**config.mk**
```make
export PLATFORM = sky130hd
export DESIGN_NAME = conv_win_gen
export DESIGN_NICKNAME = d
export VERILOG_FILES = /design/src/rtl/conv_pkg.sv /design/src/rtl/conv_line_shift.sv /design/src/rtl/conv_win_gen.sv
export SDC_FILE = /design/constraint.sdc
export NUM_CORES = 2
export LEC_CHECK = 0
export CAP_MARGIN = 5
export CORE_MARGIN = 2
export CORE_UTILIZATION = 30
export DETAILED_ROUTE_END_ITERATION = 10
export GPL_TIMING_DRIVEN = 0
export PLACE_DENSITY_LB_ADDON = 0.05
export SYNTH_ARGS = -nofsm -noshare
export SYNTH_HDL_FRONTEND = slang
export SYNTH_SLANG_ARGS = --single-unit
```
**constraint.sdc**
```tcl
create_clock -name clk -period 3.96 [get_ports clk]
set_input_delay 0.792 -clock clk [delete_from_list [all_inputs] [get_ports clk]]
set_output_delay 0.792 -clock clk [all_outputs]
set_load 0.05 [all_outputs]
```
**src/rtl/conv_pkg.sv**
```systemverilog
// Shared types, FSM encoding and window-count helper for the sliding-window generator.
package conv_pkg;

  localparam int DEF_DATA_BITS = 8;

  typedef logic [DEF_DATA_BITS-1:0]      pixel_t;
  typedef logic signed [DEF_DATA_BITS:0] win_elem_t;

  typedef enum logic [1:0] {IDLE, RUN, DRAIN} state_t;

  function automatic int num_windows(input int w, input int h, input int k, input int s);
    return ((h - k) / s + 1) * ((w - k) / s + 1);
  endfunction

endpackage

```
**src/rtl/conv_line_shift.sv**
```systemverilog
// One channel's line-buffer shift chain with a KxK tap view of the window that
// will be complete once the current din is shifted in.
module conv_line_shift #(
  parameter int WIDTH       = 28,
  parameter int DATA_BITS   = 8,
  parameter int FILTER_SIZE = 7
) (
  input  logic                                                   clk,
  input  logic                                                   rst_n,
  input  logic                                                   en,
  input  logic [DATA_BITS-1:0]                                   din,
  output logic [FILTER_SIZE*FILTER_SIZE-1:0][DATA_BITS-1:0]      taps
);

  localparam int K     = FILTER_SIZE;
  // din acts as the chain head, so only (K-1)*WIDTH+K-1 positions need storage.
  localparam int DEPTH = (K - 1) * WIDTH + K - 1;

  logic [DATA_BITS-1:0] sr [DEPTH];

  always_ff @(posedge clk or negedge rst_n) begin
    if (!rst_n) begin
      for (int i = 0; i < DEPTH; i++) sr[i] <= '0;
    end else if (en) begin
      sr[0] <= din;
      for (int i = 1; i < DEPTH; i++) sr[i] <= sr[i-1];
    end
  end

  for (genvar r = 0; r < K; r++) begin : g_row
    for (genvar k = 0; k < K; k++) begin : g_col
      localparam int J = (K - 1 - r) * WIDTH + (K - 1 - k);
      if (J == 0) begin : g_head
        assign taps[r*K+k] = din;
      end else begin : g_tap
        assign taps[r*K+k] = sr[J-1];
      end
    end
  end

endmodule

```
**src/rtl/conv_win_gen.sv**
```systemverilog
// Multi-channel KxK sliding-window generator with programmable stride and
// valid/ready handshake towards the MAC array.
//   state | meaning
//   IDLE  | waiting for calc_ready to start (or restart) a frame
//   RUN   | accepting pixels, emitting windows
//   DRAIN | last pixel taken, waiting for the final window hand-off
module conv_win_gen
  import conv_pkg::*;
#(
  parameter int WIDTH       = 28,
  parameter int HEIGHT      = 28,
  parameter int DATA_BITS   = 8,
  parameter int FILTER_SIZE = 7,
  parameter int CHANNELS    = 1,
  parameter int STRIDE      = 1
) (
  input  logic                                                        clk,
  input  logic                                                        rst_n,
  input  logic                                                        valid_in,
  input  logic [CHANNELS*DATA_BITS-1:0]                               data_in,
  output logic                                                        buf_ready,
  input  logic                                                        calc_ready,
  output logic                                                        valid_out_buf,
  output logic [CHANNELS-1:0][FILTER_SIZE*FILTER_SIZE-1:0][DATA_BITS:0] data_out,
  output logic [$clog2(HEIGHT)-1:0]                                   win_row,
  output logic [$clog2(WIDTH)-1:0]                                    win_col,
  output logic                                                        frame_done
);

  localparam int K  = FILTER_SIZE;
  localparam int KK = K * K;
  localparam int RW = $clog2(HEIGHT);
  localparam int CW = $clog2(WIDTH);
  localparam int PW = (STRIDE > 1) ? $clog2(STRIDE) : 1;

  state_t                                     state, state_nxt;
  logic [RW-1:0]                              row;
  logic [CW-1:0]                              col;
  logic [PW-1:0]                              row_ph, col_ph;
  logic                                       accept, xfer, emit, last_col, last_row;
  logic [CHANNELS-1:0][KK-1:0][DATA_BITS-1:0] taps;

  assign accept   = valid_in && buf_ready;
  assign xfer     = valid_out_buf && calc_ready;
  assign last_col = (col == CW'(WIDTH - 1));
  assign last_row = (row == RW'(HEIGHT - 1));
  assign emit     = accept && (row >= RW'(K - 1)) && (col >= CW'(K - 1)) &&
                    (row_ph == '0) && (col_ph == '0);

  for (genvar c = 0; c < CHANNELS; c++) begin : g_ch
    conv_line_shift #(
      .WIDTH       (WIDTH),
      .DATA_BITS   (DATA_BITS),
      .FILTER_SIZE (FILTER_SIZE)
    ) u_shift (
      .clk   (clk),
      .rst_n (rst_n),
      .en    (accept),
      .din   (data_in[c*DATA_BITS +: DATA_BITS]),
      .taps  (taps[c])
    );
  end

  always_ff @(posedge clk or negedge rst_n) begin
    if (!rst_n) state <= IDLE;
    else        state <= state_nxt;
  end

  always_comb begin
    state_nxt  = state;
    buf_ready  = 1'b0;
    frame_done = 1'b0;
    case (state)
      IDLE:  if (calc_ready) state_nxt = RUN;
      RUN: begin
        buf_ready = !valid_out_buf || calc_ready;
        if (valid_in && buf_ready && last_row && last_col) state_nxt = DRAIN;
      end
      DRAIN: if (!valid_out_buf) begin
        state_nxt  = IDLE;
        frame_done = 1'b1;
      end
      default: state_nxt = IDLE;
    endcase
  end

  // Phase down-counters reach zero on every STRIDE-th position once the window fits.
  always_ff @(posedge clk or negedge rst_n) begin
    if (!rst_n) begin
      row    <= '0;
      col    <= '0;
      row_ph <= '0;
      col_ph <= '0;
    end else if (accept) begin
      if (last_col) begin
        col    <= '0;
        col_ph <= '0;
        if (last_row) begin
          row    <= '0;
          row_ph <= '0;
        end else begin
          row <= row + 1'b1;
          if (row >= RW'(K - 1))
            row_ph <= (row_ph == '0) ? PW'(STRIDE - 1) : row_ph - 1'b1;
        end
      end else begin
        col <= col + 1'b1;
        if (col >= CW'(K - 1))
          col_ph <= (col_ph == '0) ? PW'(STRIDE - 1) : col_ph - 1'b1;
      end
    end
  end

  always_ff @(posedge clk or negedge rst_n) begin
    if (!rst_n) begin
      valid_out_buf <= 1'b0;
      data_out      <= '0;
      win_row       <= '0;
      win_col       <= '0;
    end else if (emit) begin
      valid_out_buf <= 1'b1;
      win_row       <= row - RW'(K - 1);
      win_col       <= col - CW'(K - 1);
      for (int c = 0; c < CHANNELS; c++)
        for (int i = 0; i < KK; i++)
          data_out[c][i] <= {1'b0, taps[c][i]};
    end else if (xfer) begin
      valid_out_buf <= 1'b0;
    end
  end

endmodule

```
==> impl_metrics.env <==
export IMPL_clock_latency_ns=0.82
export IMPL_dpl_cell_area_sq_mm=0.0777
export IMPL_status="finished clean"
export IMPL_hold_path_startpoint="g_ch[0].u_shift.sr[571]"
export IMPL_viasPerCell=4.18
export IMPL_report_final_hold_viol_count=0
export IMPL_min_to="g_ch[0].u_shift.sr[563]"
export IMPL_fin_util_pct=36.8
export IMPL_holdPathStages=2
export IMPL_post_cts_buffers=0
export IMPL_p_leak_nw=46.6
export IMPL_die_h_microns=484
export IMPL_remaining_drc_errors=0
export IMPL_htreeDepth=4
export IMPL_hold_class="reg2reg"
export IMPL_gp_congestion=0.721
export IMPL_dieArea_sq_mm=0.235
export IMPL_io_buffers=416
export IMPL_setup_ws_ns=0.628
export IMPL_cap_violations=0
export IMPL_wire_per_inst_microns=15.3
export IMPL_vias=44900
export IMPL_nets=7560
export IMPL_rr_startpoint="state[1]"
export IMPL_path_class="in2out"
export IMPL_grt_antenna_before_repair=3
export IMPL_seq_area_frac_synth_pct=65.3
export IMPL_cp_required_ns=3.17
export IMPL_timing_rr_end="g_ch[0].u_shift.taps[50]"
export IMPL_die_w_microns=484
export IMPL_clk_pin_slew_ns=0.06
export IMPL_grt_pass1_wl_microns=270000
export IMPL_cts_tree="yes"
export IMPL_grt_use_total_pct=14.2
export IMPL_tightest_slew_ns=1.01
export IMPL_ys_warn_count=0
export IMPL_synth_cells=6855
export IMPL_cp_max_fo=6
export IMPL_powerDensity_mw_per_mm2=470
export IMPL_slew_viol_final=0
export IMPL_place_ws_ns=-0.441
export IMPL_fin_crit_sh_pct=84.1
export IMPL_max_freq_mhz=300
export IMPL_initial_core_util_pct=30.2
export IMPL_place_hpwl_microns=108000
export IMPL_reg2regPathDepth=8
export IMPL_grt_start_max_net_pins=165
export IMPL_start_kind="input pin"
export IMPL_postRouteAntennaNets=0
export IMPL_synth_area_per_cell_sq_um=10.1
export IMPL_cp_arrival_ns=2.54
export IMPL_finalInstanceArea_sq_mm=0.0846
export IMPL_rsz0062_at_grt="false"
export IMPL_ir_drop_mv=0.393
export IMPL_wl_microns=164000
export IMPL_rows=176
export IMPL_fp_coreArea_sq_mm=0.230
export IMPL_ys_ff_latch=1807
export IMPL_drt_first_pass_iters=5
export IMPL_slew_headroom_pct=32.5
export IMPL_async_flop_share_pct=100
export IMPL_area_growth_pct=22.1
export IMPL_r2r_slack_ns=0.70
export IMPL_end_kind="primary output"
export IMPL_syn_area_sq_mm=0.0693
export IMPL_synth_cell_types=38
export IMPL_fin_crit_ns=3.33
export IMPL_cts_buffers_inserted=207
export IMPL_grt_pass1_vias=46300
export IMPL_drive_gt1_share_pct=10.5
export IMPL_finalSetupTns_ns=0
export IMPL_setup_violations=0
export IMPL_clockRootBuffer="clkbuf_16"
export IMPL_clock_sinks=1807
export IMPL_io_pins=466
export IMPL_finClkSkew_ns=0.0305
export IMPL_cts_resized=0
export IMPL_clockBufferDepth=3
export IMPL_total_power_w=0.0397
export IMPL_synth_edf_count=0
export IMPL_synth_main_ff_cell="dfrtp_1"
export IMPL_overflow=0
export IMPL_drtIter0Drc=2790
[synthesized netlist by cell type (4+ instances only)]
cell type | number | share of area, %
nand2_1 | 4185 | 23
dfrtp_1 | 1807 | 65
mux2_4 | 367 | 8.0
clkbuf_1 | 267 | 1.4
buf_4 | 49 | 0.53
buf_6 | 41 | 0.67
buf_1 | 36 | 0.20
mux2_1 | 35 | 0.57
buf_2 | 12 | 0.087
ha_1 | 6 | 0.11
o21ai_0 | 5 | 0.036
inv_1 | 4 | 0.022
[power breakdown]
part           leakage, nW  internal [W]  total (W)  switching (W)
Sequential            25.1        0.0189     0.0191       0.000287
Clock                 3.36        0.0112     0.0190        0.00781
Combinational         18.1      0.000334    0.00156        0.00122
[layout make-up]
cell class / instances / area (sq um)
Antenna cell: 4 / 10.0
Buffer: 405 / 2030
Inverter: 4 / 15.0
Tap cell: 3026 / 3790
Fill cell: 23100 / 145000
Multi-Input combinational cell: 4687 / 22200
Clock buffer: 319 / 6230
Sequential cell: 1807 / 45200
Clock inverter: 57 / 573
Timing Repair Buffer: 430 / 4550
[registers in the layout, indices dropped and copies added (netlist names)]
signal	cells
g_ch.u_shift.sr	1008
data_out	392
g_ch.u_shift.taps	384
col	5
row	5
win_col	5
win_row	5
state	2
valid_out_buf	1
[repair_timing]
item / CTS / global route
hold buffers: 1 / 0
endpoints found under the hold margin: 94 / 0
setup endpoints to repair: 0 / 5
[cell usage in the layout, fill, tap and decap left out, drive strengths merged, types with 2 or more instances in the layout]
cell type,instances
o21ai,6
and3,2
dfrtp,1807
a2111oi,2
nand3,3
conb,49
clkbuf,587
or3,3
mux2,403
nand2,4185
bufinv,7
and2,2
a21oi,3
ha,6
clkinv,40
clkinvlp,4
inv,10
buf,151
clkdlybuf4s50,415
xor2,2
mux2i,2
nor2,3
and4b,2
xnor2,2
diode,4
[through the flow]
step / instances / hold WS [ns]
6_report: 10700 / 0.445
5_1_grt: 10700 / 0.469
4_1_cts: 10700 / 0.444
3_5_place_dp: 10400 / 0.449
3_3_place_gp: 10300 / 0.445
2_1_floorplan: 6903 / 0.433
[worst max-delay path, stage by stage]
cell	delay (ns)
clkdlybuf4s50_1	0.47
nand2b_1	0.22
and2_1	0.19
clkdlybuf4s50_1	0.85
[worst max-delay path by stage]
stage	startpoint	end	slack (ns)
global route	state[1]	g_ch[0].u_shift.taps[373]	0.35
CTS	rst_n	g_ch[0].u_shift.sr[835]	0.38
detailed placement	calc_ready	g_ch[0].u_shift.sr[1331]	-0.44
finish	calc_ready	buf_ready	0.63
floorplan	valid_out_buf	frame_done	1.37
global placement	rst_n	data_out[189]	-85.80
[layer usage]
| metal | global-route usage [%] | part of all wire (%) | up-vias | wire length [microns] |
|---|---|---|---|---|
| met3 | 3.00 | 4.1 | 236 | 6780 |
| met4 | 3.49 | 2.0 | 0 | 3340 |
| li1 | - | - | 22400 | - |
| met1 | 21.1 | 51 | 21600 | 83800 |
| met2 | 20.8 | 43 | 576 | 70300 |
| met5 | 0 | 0 | - | 0 |
[kinds of logic (layout without fill, tap and decap cells)]
| kind of cell | Yosys count | after routing | synth area share, % |
|---|---|---|---|
| AO/OA/AOI/OAI | 16 | 16 | 0.146 |
| multiplexers | 405 | 405 | 8.57 |
| buffers and inverters | 409 | 1215 | 2.95 |
| flip-flops | 1807 | 1807 | 65.3 |
| XOR/XNOR | 4 | 4 | 0.0506 |
| AND/OR/NAND/NOR | 4207 | 4207 | 22.9 |
| adder cells (fa/ha/maj) | 6 | 6 | 0.108 |
| other | 1 | 53 | 0.00541 |
(Power assumes the default switching activity.)
